`src/rtl/fetch_pkg.sv`:
```
// Shared constants and the IF/ID pipeline register layout for the LEGv8 fetch stage.
package fetch_pkg;

    localparam int unsigned PC_W    = 64;
    localparam int unsigned INSTR_W = 32;

    localparam logic [INSTR_W-1:0] NOP_WORD = 32'h0;
    localparam int unsigned        PC_INC   = 4;

    // IF/ID occupancy: the valid bit doubles as the EMPTY/FULL state
    localparam logic [0:0] ST_EMPTY = 1'b0;
    localparam logic [0:0] ST_FULL  = 1'b1;

    typedef struct packed {
        logic [PC_W-1:0]    pc;
        logic [INSTR_W-1:0] instr;
        logic               valid;
    } if_id_t;

endpackage

```
`src/rtl/fetch_stage_pc_reg.sv`:
```
// Program counter flop: synchronous reset, load override, then enable-gated update.
module pc_reg #(
    parameter int unsigned W = 64
) (
    input  logic         clk,
    input  logic         reset,
    input  logic         en,
    input  logic         load,
    input  logic [W-1:0] load_val,
    input  logic [W-1:0] d,
    output logic [W-1:0] q
);

    logic [W-1:0] q_q;
    logic [W-1:0] q_d;

    // A taken branch overrides a stall so the redirect is never lost
    always_comb begin
        q_d = q_q;
        if (load) begin
            q_d = load_val;
        end else if (en) begin
            q_d = d;
        end
    end

    always_ff @(posedge clk) begin
        if (reset) begin
            q_q <= '0;
        end else begin
            q_q <= q_d;
        end
    end

    assign q = q_q;

endmodule

```
`src/rtl/fetch_stage.sv`:
```
// LEGv8 IF stage: PC, ROM addressing and the IF/ID register.
// Optional perf counters enabled by defining FETCH_PERF_CNT_EN.
module fetch_stage
    import fetch_pkg::*;
#(
    parameter int unsigned N  = 64,
    parameter int unsigned IW = 32,
    parameter int unsigned AW = 6
) (
    input  logic          clk,
    input  logic          reset,
    input  logic          pc_src,
    input  logic [N-1:0]  branch_target,
    input  logic          stall,
    input  logic          flush,
    output logic [AW-1:0] imem_addr,
    input  logic [IW-1:0] imem_q,
    output logic [N-1:0]  pc_if,
    output logic [N-1:0]  if_id_pc,
    output logic [IW-1:0] if_id_instr,
    output logic          if_id_valid
`ifdef FETCH_PERF_CNT_EN
    ,
    output logic [31:0]   fetch_count,
    output logic [31:0]   bubble_count
`endif
);

    logic [N-1:0] pc_q;
    logic [N-1:0] pc_plus4;
    logic [N-1:0] redirect_pc;
    logic         unused_bt_lsbs;

    assign pc_plus4       = pc_q + N'(PC_INC);
    assign redirect_pc    = {branch_target[N-1:2], 2'b00};
    assign unused_bt_lsbs = ^branch_target[1:0];

    pc_reg #(
        .W(N)
    ) u_pc_reg (
        .clk     (clk),
        .reset   (reset),
        .en      (~stall),
        .load    (pc_src),
        .load_val(redirect_pc),
        .d       (pc_plus4),
        .q       (pc_q)
    );

    assign pc_if     = pc_q;
    assign imem_addr = pc_q[AW+1:2];

    if_id_t if_id_q;
    if_id_t if_id_d;
    logic   if_id_load;

    assign if_id_load = ~flush & ~stall;

    always_comb begin
        if_id_d = if_id_q;
        if (flush) begin
            if_id_d.pc    = '0;
            if_id_d.instr = NOP_WORD;
            if_id_d.valid = ST_EMPTY;
        end else if (if_id_load) begin
            if_id_d.pc    = PC_W'(pc_q);
            if_id_d.instr = INSTR_W'(imem_q);
            if_id_d.valid = ST_FULL;
        end
    end

    always_ff @(posedge clk) begin
        if (reset) begin
            if_id_q.pc    <= '0;
            if_id_q.instr <= NOP_WORD;
            if_id_q.valid <= ST_EMPTY;
        end else begin
            if_id_q <= if_id_d;
        end
    end

    assign if_id_pc    = N'(if_id_q.pc);
    assign if_id_instr = IW'(if_id_q.instr);
    assign if_id_valid = if_id_q.valid;

`ifdef FETCH_PERF_CNT_EN
    logic [31:0] fetch_cnt_q;
    logic [31:0] fetch_cnt_d;
    logic [31:0] bubble_cnt_q;
    logic [31:0] bubble_cnt_d;

    always_comb begin
        fetch_cnt_d  = fetch_cnt_q;
        bubble_cnt_d = bubble_cnt_q;
        if (if_id_load && (fetch_cnt_q != '1)) begin
            fetch_cnt_d = fetch_cnt_q + 32'd1;
        end
        if (flush && (bubble_cnt_q != '1)) begin
            bubble_cnt_d = bubble_cnt_q + 32'd1;
        end
    end

    always_ff @(posedge clk) begin
        if (reset) begin
            fetch_cnt_q  <= '0;
            bubble_cnt_q <= '0;
        end else begin
            fetch_cnt_q  <= fetch_cnt_d;
            bubble_cnt_q <= bubble_cnt_d;
        end
    end

    assign fetch_count  = fetch_cnt_q;
    assign bubble_count = bubble_cnt_q;
`endif

endmodule

```
`config.mk`:
```
export PLATFORM = sky130hd
export DESIGN_NAME = fetch_stage
export DESIGN_NICKNAME = d
export VERILOG_FILES = /design/src/rtl/fetch_pkg.sv /design/src/rtl/fetch_stage_pc_reg.sv /design/src/rtl/fetch_stage.sv
export SDC_FILE = /design/constraint.sdc
export NUM_CORES = 1
export LEC_CHECK = 0
export ABC_AREA = 1
export CORE_AREA = 2 2 133 135
export CTS_BUF_LIST = sky130_fd_sc_hd__clkbuf_4 sky130_fd_sc_hd__clkbuf_8 sky130_fd_sc_hd__clkbuf_16
export CTS_CLUSTER_SIZE = 16
export DETAILED_ROUTE_END_ITERATION = 8
export DIE_AREA = 0 0 135 137
export GPL_TIMING_DRIVEN = 0
export PLACE_DENSITY = 0.87
export SETUP_SLACK_MARGIN = 0.5
export SYNTH_ARGS = -nofsm -noshare
export SYNTH_HDL_FRONTEND = slang
export SYNTH_HIERARCHICAL = 1
export SYNTH_SLANG_ARGS = --single-unit
```
`constraint.sdc`:
```
create_clock -name clk -period 4 [get_ports clk]
set_input_delay 0.8 -clock clk [delete_from_list [all_inputs] [get_ports clk]]
set_output_delay 0.8 -clock clk [all_outputs]
set_load 0.02 [all_outputs]
```
# Word-level counts from Yosys, hierarchy flattened

Index checks and enable logic that the tools add are counted.

Input bits: 101
Flip-flop bits (word level): 161
Output and inout bits: 167
Word-level logic and storage cells: 14

Eq/ne operators: 1
Add/sub/neg operators: 1
Mux-type cells: 2
Bitwise gates (word level): 3
Reduce and logical (&&, ||, !) cells: 2

Operators with widths:

| cell                                                            | number |
|---|---|
| 64-bit 2-to-1 mux                                               | 2 |
| 64-bit by 3-bit adder with 64-bit output, second input constant | 1 |
| 2-bit OR reduction                                              | 2 |
| 2-bit != test, second input constant                            | 1 |
| 1-bit NOT                                                       | 2 |
| 1-bit AND                                                       | 1 |

# Depth between registers and ports, before layout

Gate-level depths: netlist (run 1).

Depth in word-level cells: 3
Mapped depth: 14
Gate-level depth less buffers: 14

# By module

The synthesis (run 1) kept the hierarchy.

By module, submodules not included:

| module      | seq. area each (µm²) | area an instance (µm²) | times used | cells an instance |
|---|---|---|---|---|
| fetch_stage | 1,941.9              | 5,439.0                | 1          | 868 |
| pc_reg      | 1,281.2              | 3,166.8                | 1          | 483 |

# Worst setup path before layout (run 1)

No wires, ideal clock.

Path type: input -> register
Start: input port stall
End: register u_pc_reg.q_q[10] (netlist: u_pc_reg/q[10])
Arrival time: 1.866 ns
Library setup time: 0.057 ns
Path slack: 2.077 ns
Data required time: 3.943 ns
Cell stages on the path: 8
Cells stage by stage: inv_2 clkbuf_1 buf_4 buf_2 nand3_1 nand3_1 nand2_1 inv_1

Cells in the longest elaborated chain, start to end: 1

Ends and longest elaborated chain:

| item                    | RTL line                 | source |
|---|---|---|
| start: declaration      | fetch_stage.sv:14        | `input logic stall,` |
| 2-bit != test (no line) | --                       |  |
| end signal: assignment  | fetch_stage_pc_reg.sv:31 | `q_q <= q_d;` |
| end: declaration        | fetch_stage_pc_reg.sv:14 | `logic [W-1:0] q_q;` |

No other way between the ends.
A chain may end at the register's enable or synchronous reset.

# Worst setup path after layout (run 1)

Start: register u_pc_reg.q_q[4] (netlist: u_pc_reg/q[4])
End: output port imem_addr[2]

RTL lines:

| item             | RTL line          | source |
|---|---|---|
| end: declaration | fetch_stage.sv:16 | `output logic [AW-1:0] imem_addr,` |

No word-level cell between the ends.

==> results of run 1 <==
-- worst reg2reg max path: stages, from the launching register on --
cell,delay [ps]
dfxtp_1,530
nand2_1,140
nor2_1,230
nand2_1,160
nor2_1,120
nand2_1,250
inv_1,180
nand2_1,70
nand2_1,70
nand2_1,60
nand3_1,90
nand3_1,70
nand2_1,60
inv_1,40
-- cell type report --
class                           instances  area, um2  share of cell area (%)
Sequential cell                       161       3220                    26.5
Multi-Input combinational cell       1013       4590                    37.7
Clock buffer                           17        425                    3.50
Inverter                              108        405                    3.34
Timing Repair Buffer                  265       2650                    21.8
Clock inverter                         15        184                    1.51
Tap cell                              225        282                    2.32
Buffer                                 70        394                    3.24
-- through the flow --
stage / util (%) / setup slack, ps / total power, W / hold slack [ps] / cells
floorplan: - / 2080 / 0.00219 / 563 / 1352
global placement: 67.7 / 1180 / 0.00254 / 468 / 1842
detailed placement: 67.7 / 1150 / 0.00256 / 486 / 1842
CTS: 71.3 / 1470 / 0.00422 / 497 / 1874
global route: 71.3 / 1420 / 0.00437 / 516 / 1874
finish: 71.3 / 1470 / 0.00422 / 493 / 1874
-- flip-flops by register name (all words and copies together) (netlist names) --
signal / flops
if_id_instr: 32
if_id_pc: 64
u_pc_reg/q: 64
if_id_valid: 1
-- how the worst max path moves through the flow --
stage | startpoint | to | slack, ps | cells past startpoint
global placement | stall | u_pc_reg/q[52]$_SDFFE_PP0P_ | 1180 | 9
finish | u_pc_reg/q[4]$_SDFFE_PP0P_ | imem_addr[2] | 1470 | 2
global route | u_pc_reg/q[4]$_SDFFE_PP0P_ | imem_addr[2] | 1420 | 2
detailed placement | stall | u_pc_reg/q[51]$_SDFFE_PP0P_ | 1150 | 9
CTS | u_pc_reg/q[4]$_SDFFE_PP0P_ | imem_addr[2] | 1470 | 2
floorplan | stall | u_pc_reg/q[10]$_SDFFE_PP0P_ | 2080 | 8
-- cells by family after synthesis --
family / after synthesis / share of synthesized area [%]
simple gates: 963 / 49.0
buf+inv: 178 / 9.29
flops: 161 / 37.5
xor+xnor: 31 / 3.15
compound gates: 16 / 0.930
fa+ha+maj: 1 / 0.145
other cells: 1 / 0.0436
-- metal layers --
| layer | track usage, % | wire length [um] | share of wire [%] | up-vias |
|---|---|---|---|---|
| li1 | - | - | - | 4789 |
| met1 | 41.2 | 12700 | 42 | 4546 |
| met2 | 55.8 | 14400 | 48 | 435 |
| met3 | 5.59 | 2400 | 8.0 | 61 |
| met4 | 10.1 | 623 | 2.1 | 0 |
| met5 | 0 | 0 | 0 | - |
-- where the power goes --
group          switching (W)  leakage (nW)  internal, W
registers           0.000108          1.32      0.00169
clock network       0.000781         0.295     0.000900
logic               0.000391          3.81     0.000351
total                0.00128          5.43      0.00294
-- cell usage in the layout (no fill, tap or decap), types with 5 or more instances in the layout --
| master | instances |
|---|---|
| buf_2 | 24 |
| buf_4 | 15 |
| buf_6 | 6 |
| clkbuf_1 | 21 |
| clkbuf_16 | 17 |
| clkdlybuf4s50_1 | 265 |
| dfxtp_1 | 161 |
| inv_1 | 105 |
| inv_6 | 5 |
| nand2_1 | 354 |
| nand2_2 | 31 |
| nand2_4 | 8 |
| nand3_1 | 139 |
| nand4_1 | 11 |
| nor2_1 | 300 |
| nor2_2 | 8 |
| nor2_4 | 7 |
| nor3_1 | 96 |
| o21ai_1 | 13 |
| xnor2_1 | 20 |
| xor2_1 | 11 |
==> metrics.txt, run 1 <==
Worst Path Required 3200 ps; Lkg Pwr 5.43 nW; Row Count 48; MaxCap Viol Count 0; CTS H-Tree Depth 4; hold path endpoint if_id_instr[19]$_SDFFE_PP0P_; CP Buf/Inv Count 2; drt drc 0; GRT Total Usage 32.3%; Root Buffer clkbuf_16; CTS buffer count 17; Final Hold Fails 0; Fill cells 1418; DRT iter0 DRCs 879; Synth cell types 27; Hold Path Class register to register; P per Cell Area 347 nW/um2; clk_skew 12.4 ps; Synth Warn # 6; synth top area cells dfxtp_1, nand2_1, nor2_1; DR pass1 iterations 8; fin area 12200 um2; Resized Gates After CTS 0; RSZ-0062 raised after global routing no; status complete, no violations; dpl hpwl 22600 um; CTS clk-pin slew, worst paths 70 ps; n_diodes 0; DIE AREA 18500 um2; IO buf count 265; Final Cycle Share 63.3%; top cell type's share of synthesized area 37.5%; CP arrival 1730 ps; CTS tree yes; share of layout cells above drive strength 1 8.37%; max-slew violation count 0; count leader, synth nand2_1; worst slew pin tran 587 ps; # Post-CTS Setup Buffers 0; Via density 5.25; Slew headroom 60.9%; I/O pin count 268; crit-path leading delay family buffers and inverters; Wirelength per Cell 16.1 um; Post-Syn Area per Cell 6.37 um2; hold path start if_id_instr[19]$_SDFFE_PP0P_; ANT nets after route 0; Syn Std Cell Area 8610 um2; CP max stage cell clkdlybuf4s50_1; Seq/Total Area, Yosys 37.5%; largest area contributor in the netlist dfxtp_1; maximum VDD drop 282 uV; CP max FO 7; antenna violations before repair 1; Crit. End Element primary output; Max stage delay on crit path 590 ps; crit path kind register to primary output; TNS Setup 0 ps; Tmin final 2530 ps; # nets final 1738; via count 9831; Mapped Cells 1351; synthesis-to-finish area growth 41.2%; R2R cell count 13; async set or reset register ratio after synthesis 0%; WL final 30200 um; RePlAce Congestion 0.987; worst skew pair latency 440 ps; #FFs+latches synth 161; largest net degree at the start of global routing 19; worst r2r src u_pc_reg/q[23]$_SDFFE_PP0P_; crit path launch type register; first-pass GRT wire length 46700 um; DP Area 11500 um2; core footprint 17100 um2; Hold-fix buffers, CTS 0; starting density of the core 50.5%; critical-path cell list buf_4 > clkdlybuf4s50_1; clock buffer depth 2; reg2reg setup slack 1830 ps; Synth Flop Type dfxtp_1; vias in the first global route 9003; CTS sink count 161; EDFF count, synth 0; die width 135 um; Die Span Y 137 um; Setup-failing EPs final 0; grt total ovfl 0; R2R Path End u_pc_reg/q[43]$_SDFFE_PP0P_; Worst Hold Depth 2; fmax 0.395 GHz; synth cell count leaders nand2_1, nor2_1, dfxtp_1
(Power assumes the default switching activity.)
==> inputs of run 2 (changes only) <==
--- a/config.mk
+++ b/config.mk
@@ -6,13 +6,13 @@
 export NUM_CORES = 1
 export LEC_CHECK = 0
 export ABC_AREA = 1
-export CORE_AREA = 2 2 133 135
+export CORE_AREA = 2 2 139 141
 export CTS_BUF_LIST = sky130_fd_sc_hd__clkbuf_4 sky130_fd_sc_hd__clkbuf_8 sky130_fd_sc_hd__clkbuf_16
 export CTS_CLUSTER_SIZE = 16
 export DETAILED_ROUTE_END_ITERATION = 8
-export DIE_AREA = 0 0 135 137
+export DIE_AREA = 0 0 141 143
 export GPL_TIMING_DRIVEN = 0
-export PLACE_DENSITY = 0.87
+export PLACE_DENSITY = 0.8
 export SETUP_SLACK_MARGIN = 0.5
 export SYNTH_ARGS = -nofsm -noshare
 export SYNTH_HDL_FRONTEND = slang
==> constraint.sdc (replaced) <==
create_clock -name clk -period 2.44 [get_ports clk]
set_input_delay 0.488 -clock clk [delete_from_list [all_inputs] [get_ports clk]]
set_output_delay 0.488 -clock clk [all_outputs]
set_load 0.02 [all_outputs]
==> metrics.txt, run 2 (synthesized netlist as in run 1, its figures left out) <==
clk_skew 11.7 ps (was 12.4 ps); DP Area 11600 um2 (was 11500 um2); status complete, no violations (unchanged); vias in the first global route 8844 (was 9003); P per Cell Area 558 nW/um2 (was 347 nW/um2); n_diodes 0 (unchanged); worst r2r src u_pc_reg/q[3]$_SDFFE_PP0P_ (was u_pc_reg/q[23]$_SDFFE_PP0P_); reg2reg setup slack 540 ps (was 1830 ps); drt drc 0 (unchanged); CTS H-Tree Depth 4 (unchanged); Worst Hold Depth 2 (unchanged); clock buffer depth 2 (unchanged); RePlAce Congestion 0.967 (was 0.987); die width 141 um (was 135 um); CTS clk-pin slew, worst paths 70 ps (about the same); CP max FO 4 (was 7); R2R Path End u_pc_reg/q[52]$_SDFFE_PP0P_ (was u_pc_reg/q[43]$_SDFFE_PP0P_); # nets final 1749 (was 1738); DIE AREA 20200 um2 (was 18500 um2); Wirelength per Cell 16.1 um (about the same); Setup-failing EPs final 0 (unchanged); CTS buffer count 17 (unchanged); grt total ovfl 0 (unchanged); most frequent cells in the layout nand2_1, nor2_1, clkdlybuf4s50_1, nand3_1, dfxtp_1 (was nand2_1, nor2_1, clkdlybuf4s50_1, dfxtp_1, nand3_1); most common cell after layout, fill and taps aside nand2_1 (unchanged); Hold Path Class register to register (unchanged); Crit. End Element register (was primary output); starting density of the core 46.3% (was 50.5%); MaxCap Viol Count 0 (unchanged); R2R cell count 13 (unchanged); I/O pin count 268 (unchanged); CP max stage cell dfxtp_4 (was clkdlybuf4s50_1); antenna violations before repair 1 (unchanged); ANT nets after route 0 (unchanged); WL final 30500 um (was 30200 um); Lkg Pwr 5.87 nW (was 5.43 nW); IO buf count 265 (unchanged); maximum VDD drop 489 uV (was 282 uV); Via density 5.10 (was 5.25); worst slew pin tran 511 ps (was 587 ps); Final Cycle Share 78.1%; Max stage delay on crit path 360 ps (was 590 ps); Root Buffer clkbuf_16 (unchanged); Row Count 50 (was 48); Die Span Y 143 um (was 137 um); largest net degree at the start of global routing 17 (was 19); Slew headroom 65.9% (was 60.9%); Setup WS pre-CTS -151 ps (was 1150 ps); hold path endpoint if_id_instr[10]$_SDFFE_PP0P_ (was if_id_instr[19]$_SDFFE_PP0P_); Worst Path Required 2770 ps (was 3200 ps); Fill cells 1722 (was 1418); Tmin final 1900 ps; DRT iter0 DRCs 672 (was 879); max-slew violation count 0 (unchanged); RSZ-0062 raised after global routing yes (was no); dpl hpwl 22800 um (was 22600 um); setup ws final 535 ps (was 1470 ps); crit path kind register to register (was register to primary output); worst skew pair latency 430 ps (was 440 ps); via count 9660 (was 9831); CTS tree yes (unchanged); Final Hold Fails 0 (unchanged); fmax 0.525 GHz; share of layout cells above drive strength 1 13.8% (was 8.37%); CP arrival 2230 ps (was 1730 ps); synthesis-to-finish area growth 43.7% (was 41.2%); hold path start if_id_instr[10]$_SDFFE_PP0P_ (was if_id_instr[19]$_SDFFE_PP0P_); crit path launch type register (unchanged); fin area 12400 um2 (was 12200 um2); core footprint 18600 um2 (was 17100 um2); first-pass GRT wire length 47000 um (was 46700 um); CTS sink count 161 (unchanged); GRT Total Usage 29.7% (was 32.3%); DR pass1 iterations 5 (was 8); critical-path cell list ha_2 > nand2_2 > nor2_4 > buf_4 > nand3b_1 > nor2_4 > nand3_1 > nand2_1 > nand2_1 > nand3_1 > nand3_1 > nand2_1 > inv_1 (was buf_4 > clkdlybuf4s50_1)
-- run 2: cell types whose count changed in the layout (fill, tap and decap cells not counted), moves of 5 or more --
| cell | delta |
|---|---|
| nor2_4 | +7 |
| nor2_2 | +10 |
| nor2_1 | -17 |
| dfxtp_2 | +51 |
| buf_4 | +11 |
| nand2_1 | -5 |
| clkdlybuf4s50_1 | -73 |
| dlygate4sd2_1 | +69 |
| dfxtp_1 | -55 |
-- run 2: per-stage QoR --
stage | setup TNS [ps] | power, W | cells | util, % | hold slack, ps
finish | 0 | 0.00690 | 1894 | 66.6 | 492
global route | 0 | 0.00716 | 1894 | 66.6 | 518
CTS | 0 | 0.00690 | 1884 | 65.3 | 492
detailed placement | -5710 | 0.00420 | 1851 | 62.2 | 480
global placement | -2900 | 0.00418 | 1851 | 62.2 | 466
floorplan | 0 | 0.00358 | 1352 | - | 563
-- run 2: final cells by class --
class / count / area, um2 / area share (%)
Clock inverter: 12 / 146 / 1.18
Buffer: 70 / 407 / 3.29
Inverter: 108 / 405 / 3.28
Timing Repair Buffer: 276 / 2670 / 21.6
Multi-Input combinational cell: 1013 / 4680 / 37.9
Tap cell: 234 / 293 / 2.37
Clock buffer: 20 / 460 / 3.72
Sequential cell: 161 / 3300 / 26.7
-- run 2: timing repair --
action                     in CTS  in global routing
resized for setup              94                 78
pin swaps                       2                  8
hold endpoints to repair        0                  0
setup buffers                   1                 10
setup endpoints to repair     132                 84
gates cloned                    0                  0
hold buffers                    0                  0
-- run 2: where the power goes --
| group | internal (W) | switching [W] | total (W) |
|---|---|---|---|
| Clock | 0.00160 | 0.00118 | 0.00278 |
| Sequential | 0.00277 | 0.000171 | 0.00294 |
| Combinational | 0.000540 | 0.000644 | 0.00118 |
| Total | 0.00491 | 0.00199 | 0.00690 |
-- run 2: metal layers --
metal | wire length, um | global-route usage (%) | share of wire, %
met1 | 13100 | 39.0 | 43
met2 | 14600 | 51.3 | 48
met3 | 2250 | 4.59 | 7.4
met4 | 539 | 7.42 | 1.8
met5 | 0 | 0 | 0
-- run 2: worst max-delay path, delay by kind of cell, from the launching register on --
kind | cells | cell delay [ps]
simple gates | 10 | 1040
flops | 1 | 360
buf+inv | 2 | 200
fa+ha+maj | 1 | 190
-- run 2: worst max-delay path by stage --
stage / startpoint / endpoint
final: u_pc_reg/q[3]$_SDFFE_PP0P_ / u_pc_reg/q[52]$_SDFFE_PP0P_
after global routing: u_pc_reg/q[3]$_SDFFE_PP0P_ / u_pc_reg/q[52]$_SDFFE_PP0P_
after CTS: u_pc_reg/q[4]$_SDFFE_PP0P_ / imem_addr[2]
after detailed placement: stall / u_pc_reg/q[48]$_SDFFE_PP0P_
after global placement: stall / u_pc_reg/q[48]$_SDFFE_PP0P_
after floorplan: u_pc_reg/q[3]$_SDFFE_PP0P_ / u_pc_reg/q[60]$_SDFFE_PP0P_
